$ cat config.mk
export PLATFORM = sky130hd
export DESIGN_NAME = alarm_ring_scheduler
export DESIGN_NICKNAME = d
export VERILOG_FILES = /design/src/rtl/alarm_ring_scheduler.sv
export SDC_FILE = /design/constraint.sdc
export NUM_CORES = 1
export LEC_CHECK = 0
export CORE_ASPECT_RATIO = 1.75
export CORE_MARGIN = 5
export CORE_UTILIZATION = 40
export CTS_BUF_LIST = sky130_fd_sc_hd__clkbuf_4
export CTS_CLUSTER_SIZE = 30
export DETAILED_ROUTE_END_ITERATION = 8
export PLACE_DENSITY = 0.57
export SLEW_MARGIN = 20
export SYNTH_ARGS = -nofsm -noshare
export SYNTH_HDL_FRONTEND = slang
export SYNTH_SLANG_ARGS = --single-unit
$ cat constraint.sdc
create_clock -name clk -period 6.5 [get_ports clk]
set_input_delay 1.95 -clock clk [delete_from_list [all_inputs] [get_ports clk]]
set_output_delay 1.95 -clock clk [all_outputs]
set_load 0.005 [all_outputs]
$ cat src/rtl/alarm_ring_scheduler.sv
// alarm_ring_scheduler: round-robin owner of the shared buzzer/LED ring.
// Optional per-trigger snooze limit: define SNOOZE_LIMIT_EN.
module alarm_ring_scheduler #(
  parameter int RING_SECS   = 60,
  parameter int SNOOZE_SECS = 300
`ifdef SNOOZE_LIMIT_EN
  ,
  parameter int MAX_SNOOZE  = 3
`endif
) (
  input  logic       clk,
  input  logic       reset,
  input  logic       tick_1s,
  input  logic [4:0] trigger,
  input  logic [4:0] alarm_en,
  input  logic       stop,
  input  logic       snooze,
  output logic       buzzer,
  output logic [4:0] ringing,
  output logic [2:0] active_id,
  output logic [4:0] pending,
  output logic [4:0] snoozed,
  output logic       busy
);

  typedef enum logic {IDLE, RING} state_t;

  state_t          state_q, state_d;
  logic [2:0]      id_q, id_d;
  logic [2:0]      ptr_q, ptr_d;
  logic            buz_q, buz_d;
  logic [7:0]      rcnt_q, rcnt_d;
  logic [4:0]      pend_q, pend_d;
  logic [4:0]      snzd_q, snzd_d;
  logic [4:0][8:0] scnt_q, scnt_d;
`ifdef SNOOZE_LIMIT_EN
  logic [4:0][1:0] snum_q, snum_d;
`endif

  logic [4:0] ring_vec;
  logic [4:0] req;
  logic [2:0] sel;
  logic       found;
  logic       exit_ring;

  assign ring_vec  = (state_q == RING) ? (5'b00001 << id_q) : 5'b0;
  assign req       = pend_q & alarm_en;
  assign busy      = (state_q == RING);
  assign ringing   = ring_vec;
  assign active_id = busy ? id_q : 3'd7;
  assign buzzer    = buz_q;
  assign pending   = pend_q;
  assign snoozed   = snzd_q;

  // Round-robin search: first requester after the last granted alarm.
  always_comb begin
    int j;
    j     = 0;
    sel   = 3'd0;
    found = 1'b0;
    for (int k = 1; k <= 5; k++) begin
      j = int'(ptr_q) + k;
      if (j >= 5) j = j - 5;
      if (!found && req[j]) begin
        found = 1'b1;
        sel   = 3'(j);
      end
    end
  end

  // Next-state: request latch, snooze timers and the IDLE/RING sequencer.
  always_comb begin
    state_d   = state_q;
    id_d      = id_q;
    ptr_d     = ptr_q;
    buz_d     = buz_q;
    rcnt_d    = rcnt_q;
    pend_d    = pend_q;
    snzd_d    = snzd_q;
    scnt_d    = scnt_q;
    exit_ring = 1'b0;
`ifdef SNOOZE_LIMIT_EN
    snum_d    = snum_q;
`endif

    for (int i = 0; i < 5; i++) begin
      if (snzd_q[i] && tick_1s) begin
        if (scnt_q[i] == 9'd1) begin
          snzd_d[i] = 1'b0;
          pend_d[i] = 1'b1;
          scnt_d[i] = 9'd0;
        end else begin
          scnt_d[i] = scnt_q[i] - 9'd1;
        end
      end
      if (trigger[i] && alarm_en[i] && !ring_vec[i]) begin
        pend_d[i] = 1'b1;
        snzd_d[i] = 1'b0;
        scnt_d[i] = 9'd0;
`ifdef SNOOZE_LIMIT_EN
        snum_d[i] = 2'd0;
`endif
      end
      if (!alarm_en[i]) begin
        pend_d[i] = 1'b0;
        snzd_d[i] = 1'b0;
        scnt_d[i] = 9'd0;
`ifdef SNOOZE_LIMIT_EN
        snum_d[i] = 2'd0;
`endif
      end
    end

    unique case (state_q)
      IDLE: begin
        if (found) begin
          state_d     = RING;
          id_d        = sel;
          ptr_d       = sel;
          pend_d[sel] = 1'b0;
          rcnt_d      = 8'(RING_SECS);
          buz_d       = 1'b1;
        end
      end
      RING: begin
        if (!alarm_en[id_q]) begin
          exit_ring = 1'b1;
        end else if (stop) begin
          exit_ring = 1'b1;
`ifdef SNOOZE_LIMIT_EN
          snum_d[id_q] = 2'd0;
`endif
        end else if (snooze) begin
          exit_ring = 1'b1;
`ifdef SNOOZE_LIMIT_EN
          if (snum_q[id_q] == 2'(MAX_SNOOZE)) begin
            snum_d[id_q] = 2'd0;
          end else begin
            snzd_d[id_q] = 1'b1;
            scnt_d[id_q] = 9'(SNOOZE_SECS);
            snum_d[id_q] = snum_q[id_q] + 2'd1;
          end
`else
          snzd_d[id_q] = 1'b1;
          scnt_d[id_q] = 9'(SNOOZE_SECS);
`endif
        end else if (tick_1s) begin
          if (rcnt_q == 8'd1) begin
            exit_ring = 1'b1;
`ifdef SNOOZE_LIMIT_EN
            snum_d[id_q] = 2'd0;
`endif
          end else begin
            rcnt_d = rcnt_q - 8'd1;
            buz_d  = ~buz_q;
          end
        end
        if (exit_ring) begin
          state_d = IDLE;
          buz_d   = 1'b0;
        end
      end
      default: state_d = IDLE;
    endcase
  end

  // State registers; pointer resets to 4 so alarm 0 is searched first.
  always_ff @(posedge clk or posedge reset) begin
    if (reset) begin
      state_q <= IDLE;
      id_q    <= 3'd0;
      ptr_q   <= 3'd4;
      buz_q   <= 1'b0;
      rcnt_q  <= 8'd0;
      pend_q  <= 5'd0;
      snzd_q  <= 5'd0;
      scnt_q  <= '0;
`ifdef SNOOZE_LIMIT_EN
      snum_q  <= '0;
`endif
    end else begin
      state_q <= state_d;
      id_q    <= id_d;
      ptr_q   <= ptr_d;
      buz_q   <= buz_d;
      rcnt_q  <= rcnt_d;
      pend_q  <= pend_d;
      snzd_q  <= snzd_d;
      scnt_q  <= scnt_d;
`ifdef SNOOZE_LIMIT_EN
      snum_q  <= snum_d;
`endif
    end
  end

endmodule

==> flow_summary.ini <==
[critical_path]
reg2reg_to = pending[0]
end_kind = register
cp_slowest_cell = clkdlybuf4s50_1
critPathRequiredTime_ns = 6.80
crit_family = compound AO/OA/AOI/OAI gates
path_cells = clkdlybuf4s50_1 -> nand2_1 -> a2111oi_0 -> a211oi_2 -> o311ai_4 -> o41ai_1 -> buf_4 -> or3_1 -> o311a_1
r2r-start = id_q[1]
path_buf_inv = 2
cp_max_fo = 12
max_stage_delay_ns = 0.60
path_class = primary input to register
ff2ff_setup_slack_ns = 2.35
worst-r2r-cell-count = 11
cp-start-kind = primary input
crit_arrival_ns = 4.82

[global_route]
grt_remaining_overflow = 0
grtUsageMet1 = 0.228
grt_max_degree = 70
grt_util_all_layers = 0.189
met2_usage = 0.330
use_met3 = 0.0308
grt_pass1_wl_um = 22100
grt_busiest_layer = met2
grt_pass1_vias = 4421
antenna_found_initial = 1

[min_path]
holdPathStages = 2
min-delay-start = scnt_q[33]
hold_end = scnt_q[33]
hp-class = register to register

[cts]
cts_max_level = 3
cts.path.max_buffers = 2
numCtsBuffers = 9
clock_sinks = 69
cts_tree = yes
cts-root-buf = clkbuf_4
clk_latency_ns = 0.41
cts_resized = 0
clk_pin_slew_ns = 0.12
hold_buffers = 0
post-cts-setup-buffer-count = 0

[routing]
ant_nets = 0
drcViolationCount = 0
routedWlPerCell_um = 17.2
viasPerCell = 5.60
drt_iter0_markers = 245
drtPass1Iterations = 4
routed_wl_um = 13200
via_count = 4299

[yosys]
ys.flop_type = dfrtp_1
ys.warnings.count = 0
ys_seq_area_frac = 0.351
synth-edff-count = 0
ys_ff_latch = 69
synth_cell_types = 71
syn_inst = 562
postSynthAreaPerCell_um2 = 8.76
syn_nets = 602
synthArstFlopShare = 1.00
syn-cell-area_mm2 = 0.00492

[floorplanning]
die_width_um = 93.8
die-area_mm2 = 0.0147
core_area_mm2 = 0.0121
die_h_um = 157
io_pins = 35
rows = 53
start_util = 0.408

[final_layout]
utilization = 0.465
drive_above_1_share = 0.0732
nets = 636
area_growth_syn_to_layout_pct = 14.0
final_cell_count_no_fill = 767

[sta]
period_needed_ns = 4.52
setup_viol = 0
fin_skew_ns = 0.00869
slew_violations = 0
max_freq_ghz = 0.221
slew_headroom = 0.401
finalWorstSetupSlack_ns = 1.98
fin_crit_sh = 0.695
hold_viol = 0
grt_setup_unrepaired = no
tightest_slew_ns = 0.899
fin_setup_tns_ns = 0

[placement]
place_hpwl_um = 9940
place_ws_ns = 1.55
port_buffers = 34
dp.cells = 750
gp_congestion = 0.980

[run_status]
status = finished clean

[power]
leakagePower_nw = 2.28
powerDensity_mw_per_mm2 = 413
ir_drop_mv = 0.226

[job]
drv_cap = 0
-- state kept, by name (all words and copies together), names as in the netlist --
| name | flops |
|---|---|
| pending | 5 |
| ptr_q | 1 |
| busy | 1 |
| id_q | 3 |
| buzzer | 1 |
| rcnt_q | 8 |
| snoozed | 5 |
| scnt_q | 45 |
-- metal layers --
| metal | vias up | part of all wire | wire length, µm |
|---|---|---|---|
| met5 | - | 0 | 0 |
| met4 | 0 | 0.025 | 332 |
| met3 | 20 | 0.033 | 430 |
| met2 | 101 | 0.52 | 6890 |
| met1 | 2079 | 0.42 | 5560 |
| li1 | 2099 | - | - |
-- area by class of cell --
cell class	instances	area [µm²]
fill	1189	6460
multi-input combinational	443	2980
sequential	69	1730
timing repair buffer	39	378
tap	165	206
inverter	34	128
clock inverter	6	111
clock buffer	10	75.1
antenna	1	2.50
-- cells in the final DEF, fill, tap and decap left out, types with 20 or more instances in the layout --
master / n
clkdlybuf4s50_1: 34
dfrtp_1: 68
ha_1: 25
xor2_1: 20
nor2_1: 41
nand2_1: 48
inv_1: 33
a21oi_1: 22
o21ai_0: 50
nor3_1: 33
nand3_1: 25
xnor2_1: 29
-- worst max path at each step --
| stage | startpoint | end | slack, ns | cells past startpoint |
|---|---|---|---|---|
| 2_1_floorplan | alarm_en[1] | pending[0] | 2.66 | 8 |
| 3_3_place_gp | alarm_en[1] | pending[0] | 1.64 | 10 |
| 3_5_place_dp | alarm_en[0] | pending[0] | 1.55 | 9 |
| 4_1_cts | alarm_en[0] | pending[0] | 2.01 | 9 |
| 5_1_grt | alarm_en[0] | pending[0] | 1.91 | 9 |
| 6_report | alarm_en[0] | pending[0] | 1.98 | 9 |
-- logic make-up (layout without fill, tap and decap cells) --
group           count (synthesis)  after routing  synth area share
simple gates                  227            227             0.239
compound gates                131            131             0.184
flops                          69             69             0.351
xor+xnor                       50             50            0.0905
buf+inv                        50             89            0.0435
fa+ha+maj                      25             25            0.0636
mux                            10             10            0.0285
other cells                     0              1                 0
-- tightest hold or removal path: stages (launching register included) --
cell	delay, ns
dfrtp_1	0.38
xnor2_1	0.12
nor2_1	0.04
-- metrics by stage --
step           instance area [µm²]  hold slack, ns  power [mW]
2_1_floorplan                 4920           0.502        1.56
3_3_place_gp                  5420           0.523        1.94
3_5_place_dp                  5420           0.538        1.94
4_1_cts                       5610           0.564        2.32
5_1_grt                       5610           0.582        2.48
6_report                      5610           0.562        2.31
-- report_power, final --
part / internal (mW) / switching (mW) / leakage [nW]
clock network: 0.199 / 0.160 / 0.0966
registers: 0.483 / 0.0790 / 0.924
logic: 0.565 / 0.828 / 1.26
total: 1.25 / 1.07 / 2.28
-- synth_stat cells (all sizes together), types with 5 or more instances --
cell,count,area [µm²]
nor2,42,160
nor4,14,87.6
o21a,6,45.0
o21ai,53,265
or3,5,31.3
buf,10,63.8
ha,25,313
a211o,5,45.0
xnor2,29,254
a21oi,22,110
nand3,25,125
nor3,33,165
nand3b,6,48.8
clkbuf,6,22.5
xor2,21,191
inv,34,128
nand4b,5,43.8
nor2b,8,50.1
and2,8,50.1
dfrtp,68,1700
nand2b,15,96.3
a211oi,7,57.6
mux2i,5,50.1
nand2,48,180
(Power assumes the default switching activity.)
